### config.mk
export PLATFORM = sky130hd
export DESIGN_NAME = frame_loader
export DESIGN_NICKNAME = d
export VERILOG_FILES = /design/src/rtl/frame_loader.sv
export SDC_FILE = /design/constraint.sdc
export NUM_CORES = 1
export LEC_CHECK = 0
export CAP_MARGIN = 10
export CORE_MARGIN = 2
export CORE_UTILIZATION = 53
export DETAILED_ROUTE_END_ITERATION = 8
export PLACE_DENSITY = 0.76
export RECOVER_POWER = 25
export SLEW_MARGIN = 20
export SYNTH_ARGS = -nofsm -noshare
export SYNTH_HDL_FRONTEND = slang
export SYNTH_SLANG_ARGS = --single-unit
### constraint.sdc
create_clock -name clk -period 4.1 [get_ports clk]
set_input_delay 0.615 -clock clk [delete_from_list [all_inputs] [get_ports clk]]
set_output_delay 0.615 -clock clk [all_outputs]
set_load 0.05 [all_outputs]
### src/rtl/frame_loader.sv
// frame_loader: validates sync/length/checksum framed bytes and atomically commits payload to data.
// A link watchdog blanks data when committed frames stop arriving.
module frame_loader #(
  parameter int         NUM_DATA_BITS = 20,
  parameter logic [7:0] SYNC_BYTE     = 8'hA5,
  parameter int         BYTE_GAP      = 1000,
  parameter int         LINK_TIMEOUT  = 50_000_000
) (
  input  logic       clk,
  input  logic       rst_n,
  input  logic [7:0] rx_byte,
  input  logic       rx_valid,
  output logic [7:0] data [NUM_DATA_BITS],
  output logic       frame_ok,
  output logic       frame_err,
  output logic       link_up
);
  localparam int IW = $clog2(NUM_DATA_BITS) + 1;
  localparam int GW = $clog2(BYTE_GAP) + 1;
  localparam int WW = $clog2(LINK_TIMEOUT) + 1;
  typedef enum logic [1:0] {HUNT, PAYLOAD, CHECK} state_t;
  state_t        state_q, state_d;
  logic [IW-1:0] idx_q, idx_d;
  logic [7:0]    sum_q, sum_d, sum_nx;
  logic [GW-1:0] gap_q, gap_d;
  logic [WW-1:0] wd_q, wd_d;
  logic [7:0]    shadow_q [NUM_DATA_BITS];
  logic [7:0]    shadow_d [NUM_DATA_BITS];
  logic [7:0]    data_q [NUM_DATA_BITS];
  logic [7:0]    data_d [NUM_DATA_BITS];
  logic          frame_ok_q, frame_ok_d, frame_err_q, frame_err_d, link_up_q, link_up_d;
  logic          commit, expire;
  assign sum_nx    = sum_q + rx_byte;
  assign data      = data_q;
  assign frame_ok  = frame_ok_q;
  assign frame_err = frame_err_q;
  assign link_up   = link_up_q;
  always_comb begin
    state_d     = state_q;
    idx_d       = idx_q;
    sum_d       = sum_q;
    gap_d       = '0;
    shadow_d    = shadow_q;
    data_d      = data_q;
    frame_ok_d  = 1'b0;
    frame_err_d = 1'b0;
    link_up_d   = link_up_q;
    commit      = 1'b0;
    expire      = 1'b0;
    case (state_q)
      HUNT: if (rx_valid && rx_byte == SYNC_BYTE) begin
        state_d = PAYLOAD;
        idx_d   = '0;
        sum_d   = '0;
      end
      PAYLOAD: if (rx_valid) begin
        for (int i = 0; i < NUM_DATA_BITS; i++)
          if (idx_q == IW'(i)) shadow_d[i] = rx_byte;
        sum_d   = sum_nx;
        idx_d   = idx_q + IW'(1);
        state_d = (idx_q == IW'(NUM_DATA_BITS - 1)) ? CHECK : PAYLOAD;
      end
      CHECK: if (rx_valid) begin
        commit      = (sum_nx == 8'h00);
        frame_err_d = !commit;
        state_d     = HUNT;
      end
      default: state_d = HUNT;
    endcase
    // Idle inside a frame: a gap of BYTE_GAP cycles abandons the partial frame
    if (state_q != HUNT && !rx_valid) begin
      gap_d = gap_q + GW'(1);
      if (gap_d == GW'(BYTE_GAP)) begin
        state_d     = HUNT;
        frame_err_d = 1'b1;
        gap_d       = '0;
      end
    end
    wd_d   = commit ? '0 : (wd_q == WW'(LINK_TIMEOUT)) ? wd_q : wd_q + WW'(1);
    expire = !commit && wd_q != WW'(LINK_TIMEOUT) && wd_d == WW'(LINK_TIMEOUT);
    if (commit) begin
      data_d     = shadow_q;
      frame_ok_d = 1'b1;
      link_up_d  = 1'b1;
    end else if (expire) begin
      for (int i = 0; i < NUM_DATA_BITS; i++) data_d[i] = '0;
      link_up_d = 1'b0;
    end
  end
  always_ff @(posedge clk or negedge rst_n) begin
    if (!rst_n) begin
      state_q     <= HUNT;
      idx_q       <= '0;
      sum_q       <= '0;
      gap_q       <= '0;
      wd_q        <= '0;
      frame_ok_q  <= 1'b0;
      frame_err_q <= 1'b0;
      link_up_q   <= 1'b0;
      for (int i = 0; i < NUM_DATA_BITS; i++) begin
        shadow_q[i] <= '0;
        data_q[i]   <= '0;
      end
    end else begin
      state_q     <= state_d;
      idx_q       <= idx_d;
      sum_q       <= sum_d;
      gap_q       <= gap_d;
      wd_q        <= wd_d;
      frame_ok_q  <= frame_ok_d;
      frame_err_q <= frame_err_d;
      link_up_q   <= link_up_d;
      shadow_q    <= shadow_d;
      data_q      <= data_d;
    end
  end
endmodule

==> results of run 1 <==
## metal layers
| metal | GRT usage | part of all wire | vias up |
|---|---|---|---|
| li1 | - | - | 5274 |
| met1 | 0.366 | 0.45 | 5786 |
| met2 | 0.399 | 0.47 | 365 |
| met3 | 0.0359 | 0.055 | 64 |
| met4 | 0.0754 | 0.023 | 0 |
| met5 | 0 | 0 | - |
## area by class of cell
cell class	instances	share of cell area
flip-flops and latches	377	0.487
multi-input cells	990	0.308
repair buffers	209	0.112
clock buffers	56	0.0589
well taps	390	0.0252
clock inverters	9	0.00743
inverters	8	0.00155
## sequential cells by signal, summed over array words and instances (netlist names)
register,count
sum_q,8
frame_ok,1
state_q,2
frame_err,1
data,160
link_up,1
gap_q,11
wd_q,27
idx_q,6
shadow_q,160
## power groups by stage
stage               registers (mW)  clock network, mW  logic [mW]
floorplan                     4.08                  0       0.487
global placement              4.12                  0       0.683
detailed placement            4.13                  0       0.701
CTS                           4.07               3.58       0.710
global route                  4.10               3.74       0.794
finish                        4.07               3.53       0.709
## cell usage after synthesis, drive strengths merged, types with 3 or more instances
| cell type | number |
|---|---|
| a21oi | 169 |
| a311oi | 4 |
| a31oi | 3 |
| and2 | 5 |
| and3 | 9 |
| and4 | 4 |
| buf | 27 |
| clkbuf | 69 |
| dfrtp | 377 |
| ha | 14 |
| inv | 8 |
| mux2 | 160 |
| mux2i | 4 |
| nand2 | 370 |
| nand2b | 3 |
| nand3 | 27 |
| nand3b | 3 |
| nand4 | 17 |
| nand4b | 3 |
| nor2 | 70 |
| nor2b | 3 |
| nor3 | 11 |
| nor4 | 8 |
| nor4b | 6 |
| o211ai | 3 |
| o21ai | 15 |
| o21bai | 3 |
| o22ai | 4 |
| or2 | 3 |
| or3 | 7 |
| or4 | 4 |
| xnor2 | 21 |
| xor2 | 21 |
## per-stage QoR
step                instances  hold WS (ns)
finish                   2039         0.506
global route             2039         0.514
CTS                      2039         0.231
detailed placement       1974         0.492
global placement         1974         0.486
floorplan                1471         0.319
## worst max-delay path by stage
stage                     cells after the start       start      endpoint  slack (ns)
after floorplan                              11  rx_byte[0]     data[144]        0.83
after global placement                       11  rx_byte[0]      data[26]        0.26
after detailed placement                     11  rx_byte[0]      data[17]        0.20
after CTS                                    10     wd_q[0]      data[84]        0.70
after global routing                          2       rst_n  shadow_q[78]        0.47
final                                        10     wd_q[0]      data[60]        0.68
## critical path, cell delays in order (launching register included)
cell and delay (ns):
dfrtp_1 0.44, ha_1 0.35, and3_1 0.36, and3_1 0.24, a31oi_1 0.10, or4_1 0.52
or3_1 0.41, nor4_4 0.30, buf_4 0.24, buf_12 0.23, a21oi_1 0.07
## cell usage in the layout (no fill, tap or decap), drive strengths merged, types with 3 or more instances in the layout
cell	instances
nand2b	3
and4	4
o22ai	4
clkbuf	57
a21oi	169
dfrtp	377
nand3b	3
nor4b	6
buf	36
inv	10
a31oi	3
nand3	27
mux2	160
o21ai	15
o211ai	3
bufinv	3
mux2i	4
a311oi	4
xor2	21
nand4b	3
nor3	11
or2	3
clkdlybuf4s50	172
nand4	17
o21bai	3
nor4	8
nand2	370
ha	14
and3	9
nor2b	3
or3	7
nor2	70
and2	5
xnor2	21
or4	4
## logic make-up (layout without fill, tap and decap cells)
family / after synthesis / count (layout) / share of synthesized area
AND/OR/NAND/NOR: 558 / 558 / 0.153
flip-flops: 377 / 377 / 0.597
AO/OA/AOI/OAI: 211 / 211 / 0.0713
multiplexers: 164 / 164 / 0.117
buffers and inverters: 104 / 282 / 0.0269
XOR/XNOR: 42 / 42 / 0.0233
adder cells (fa/ha/maj): 15 / 15 / 0.0124
==> results.cfg, run 1 <==
[cells_and_area]
drive_above_1_share = 0.160
register_area_mm2 = 0.00943
nNetsFinal = 1650
multi_input_area_mm2 = 0.00596
antenna_cells = 0
syn_to_final_growth_pct = 22.5
fillers = 2289
final_core_util = 0.657
fin_area_mm2 = 0.0194

[grt]
grt_antenna_before_repair = 0
grt_max_degree = 119
grt_usage = 0.252
global_route.overflow_total = 0
grt_pass1_vias = 11600
grt_pass1_wl_um = 62400

[logic_synthesis]
synthTopCellsByArea = dfrtp_1 (60%), mux2_2 (11%), nand2_1 (8.8%)
synth_edf_count = 0
synth_ff_type = dfrtp_1
synth_top_area_share = 0.597
synth_warnings = 0
ys_seq_area_frac = 0.597
syn_avg_cell_area_um2 = 10.7
syn-num-nets = 1497
syn_inst = 1471
syn_area_mm2 = 0.0158
synthArstFlopShare = 1.00
ys_types = 50
synth_largest_area_cell = dfrtp_1
ys_seq_elements = 377

[pwr]
power.leakage_nw = 8.66
comb_power_share = 0.085
clkPwrFrac = 0.425
max-vdd-ir-drop_mv = 0.293
p_sw_mw = 1.95
p_sw_frac = 0.235
power_mw = 8.31
p_per_area_mw_per_mm2 = 429
p_int_mw = 6.36
sequentialPowerShare = 0.490

[critical_path]
rrSetupSlack_ns = 0.68
r2r-end = data[60]
worstPathMaxFanout = 44
cp.required_ns = 4.50
critPathArrivalTime_ns = 3.82
end_kind = flop
start_kind = flop
worstRegToRegCells = 10
crit_type = reg -> reg
r2r-start = wd_q[0]

[floorplanning]
start_util = 0.536
coreArea_mm2 = 0.0295
num_rows = 63
fp.dieH_um = 177
dieArea_mm2 = 0.0312
die_w_um = 177
pin_count = 174

[status]
status = finished with violations
violations = max-capacitance violations, max-slew violations

[timing]
worst_pin_slew_ns = 3.15
worst_slack_ns = 0.685
timing.slew.headroom = -1.10
finalCritPeriodShare = 0.833
rsz0062_at_grt = no
max_freq_mhz = 293
period_minus_slack_ns = 3.42
finalClockSkew_ns = 0.00875
hold_viol_final = 0
setup_viol = 0
tns_ns = 0
finalMaxSlewViolations = 116

[clock_network]
clk_pin_slew_ns = 0.06
post_cts_buffers = 0
cts_resized = 0
cts.htree.levels = 2
clk-insertion-delay-late_ns = 0.53
cts.sinks = 377
cts_tree = done
cts_hold_buffers = 0
clockBufferDepth = 3
clockRootBuffer = clkbuf_16
numCtsBuffers = 38

[drt]
drtIter0Drc = 908
ant_nets = 0
post_drt_wl_per_cell_um = 18.9
drtPass1Iterations = 5
via_per_inst = 5.63
wirelength_um = 38600
routed-via-count = 11500
drt_drc_violations_left = 0

[worst_hold_path]
min_delay_path_depth = 1
hold_path.class = reg -> reg
min_from = shadow_q[14]
whs_endpoint = shadow_q[14]

[placement]
dp_slack_ns = 0.196
portBuffers = 173
dp_hpwl_um = 23900
placed_area_mm2 = 0.0181
place_congestion = 0.885

[flow_run]
maxCapViolations = 1
(Power assumes the default switching activity.)
==> run 2, diff against run 1 <==
==> constraint.sdc (replaced) <==
create_clock -name clk -period 3.33 [get_ports clk]
set_input_delay 0.4995 -clock clk [delete_from_list [all_inputs] [get_ports clk]]
set_output_delay 0.4995 -clock clk [all_outputs]
set_load 0.05 [all_outputs]
==> run 2 against run 1 <==
Net effect: the run still ends with max-capacitance violations, max-slew violations left; clock skew is 0.010 ns higher; routed wire length is 1.8% higher; flip-flop and latch count stayed put; critical path depth is 1 higher; core utilization is 1.4 points higher; worst hold slack worse by 0.0019 ns; final area is 2.1% higher; non-clock buffer count is 41 higher; global-route usage is 0.52 points higher; power is 26% higher; count of clock-buffer cells in the layout is 1 lower; sequential power is 23% higher; critical path type is now in -> reg; critical endpoint is now data[81]; largest power group unchanged.
==> results.cfg, run 2 (synthesis results as in run 1) <==
[cells_and_area]
fin_area_mm2 = 0.0198
nNetsFinal = 1692
fillers = 2207
antenna_cells = 0
mostFrequentLayoutCells = dfrtp_1 (377), nand2_1 (370), clkdlybuf4s50_1 (172)
final_core_util = 0.670
syn_to_final_growth_pct = 25.0
drive_above_1_share = 0.184
final_common_cell = dfrtp_1

[drt]
drt_drc_violations_left = 0
routed-via-count = 11800
ant_nets = 0
wirelength_um = 39300
via_per_inst = 5.67
drtPass1Iterations = 5
drtIter0Drc = 945
post_drt_wl_per_cell_um = 18.9

[clock_network]
clockRootBuffer = clkbuf_16
post_cts_buffers = 0
clk-insertion-delay-late_ns = 0.54
numCtsBuffers = 39
clockBufferDepth = 3
cts.sinks = 377
cts.htree.levels = 2
cts_tree = done
clk_pin_slew_ns = 0.06

[timing]
finalCritPeriodShare = 0.938
worst_slack_ns = 0.206
hold_slack_ns = 0.504
timing.slew.headroom = -0.574
finalClockSkew_ns = 0.0192
hold_viol_final = 0
setup_viol = 0
period_minus_slack_ns = 3.12
finalMaxSlewViolations = 89
rsz0062_at_grt = no
max_freq_mhz = 320
worst_pin_slew_ns = 2.36

[floorplanning]
start_util = 0.536
die_w_um = 177
fp.dieH_um = 177
pin_count = 174
dieArea_mm2 = 0.0312
coreArea_mm2 = 0.0295
num_rows = 63

[pwr]
sequentialPowerShare = 0.480
p_per_area_mw_per_mm2 = 529
comb_power_share = 0.097
power.leakage_nw = 8.91
power_mw = 10.5
max-vdd-ir-drop_mv = 0.384
p_sw_frac = 0.236
p_int_mw = 7.98
clkPwrFrac = 0.423
p_sw_mw = 2.47

[placement]
placed_area_mm2 = 0.0185
dp_slack_ns = -0.476
portBuffers = 173
place_congestion = 0.895
dp_hpwl_um = 25000

[critical_path]
crit_type = in -> reg
worstPathMaxFanout = 58
end_kind = flop
cp.required_ns = 3.74
start_kind = input port
critPathArrivalTime_ns = 3.54

[flow_run]
maxCapViolations = 1

[status]
status = finished with violations
violations = max-capacitance violations, max-slew violations

[grt]
grt_max_degree = 91
grt_pass1_vias = 11900
grt_pass1_wl_um = 63600
grt_usage = 0.257
grt_antenna_before_repair = 0
global_route.overflow_total = 0

[worst_hold_path]
hold_path.class = reg -> reg
[run 2: critical path, stage by stage]
cell and delay [ns]:
clkdlybuf4s50_1 0.45, ha_1 0.26, fa_1 0.43, xor2_1 0.19, or3_1 0.32, a221oi_1 0.23, nand3_1 0.22, or3_4 0.48
buf_12 0.20, nand2_1 0.13, a21oi_1 0.08
[run 2: per-stage QoR]
step                std cells  setup TNS, ns
floorplan                1471              0
global placement         2015         -40.86
detailed placement       2015         -73.54
CTS                      2083              0
global route             2083              0
finish                   2083              0
[run 2: metal layers]
layer | GRT usage | up-vias | routed length (um)
li1 | - | 5364 | -
met4 | 0.0713 | 0 | 988
met2 | 0.427 | 349 | 19200
met3 | 0.0361 | 75 | 2000
met5 | 0 | - | 0
met1 | 0.358 | 6032 | 17200
[run 2: cell type report]
cell class              instances  area (um^2)  share of cell area
inverters                       8         30.0             0.00152
clock buffers                  55         1120              0.0565
repair buffers                250         2530               0.128
flip-flops and latches        377         9430               0.477
well taps                     390          488              0.0247
clock inverters                13          184             0.00931
multi-input cells             990         5980               0.303
[run 2: power by group through the flow]
stage                     combinational (mW)  sequential [mW]  clock, mW
after floorplan                        0.600             5.02          0
after global routing                    1.13             5.04       4.67
final                                   1.01             5.01       4.43
after CTS                               1.00             5.01       4.48
after global placement                 0.967             5.07          0
after detailed placement                1.00             5.08          0
[run 2: final timing paths]
path | startpoint | to | slack (ns) | depth (start not counted)
setup / recovery | rx_byte[0] | data[81] | 0.21 | 11
hold / removal | shadow_q[5] | shadow_q[5] | 0.50 | 1
setup reg to reg | wd_q[0] | data[115] | 0.23 | 10
hold reg to reg | shadow_q[5] | shadow_q[5] | 0.50 | 1
max in group asynchronous | rst_n | data[108] | 0.71 | 2
min in group asynchronous | rst_n | gap_q[7] | 0.66 | 1
[run 2: timing repair]
action | in CTS | in global routing
endpoints found under the setup margin | 0 | 161
hold buffers | 0 | 0
gates resized for setup | 0 | 5
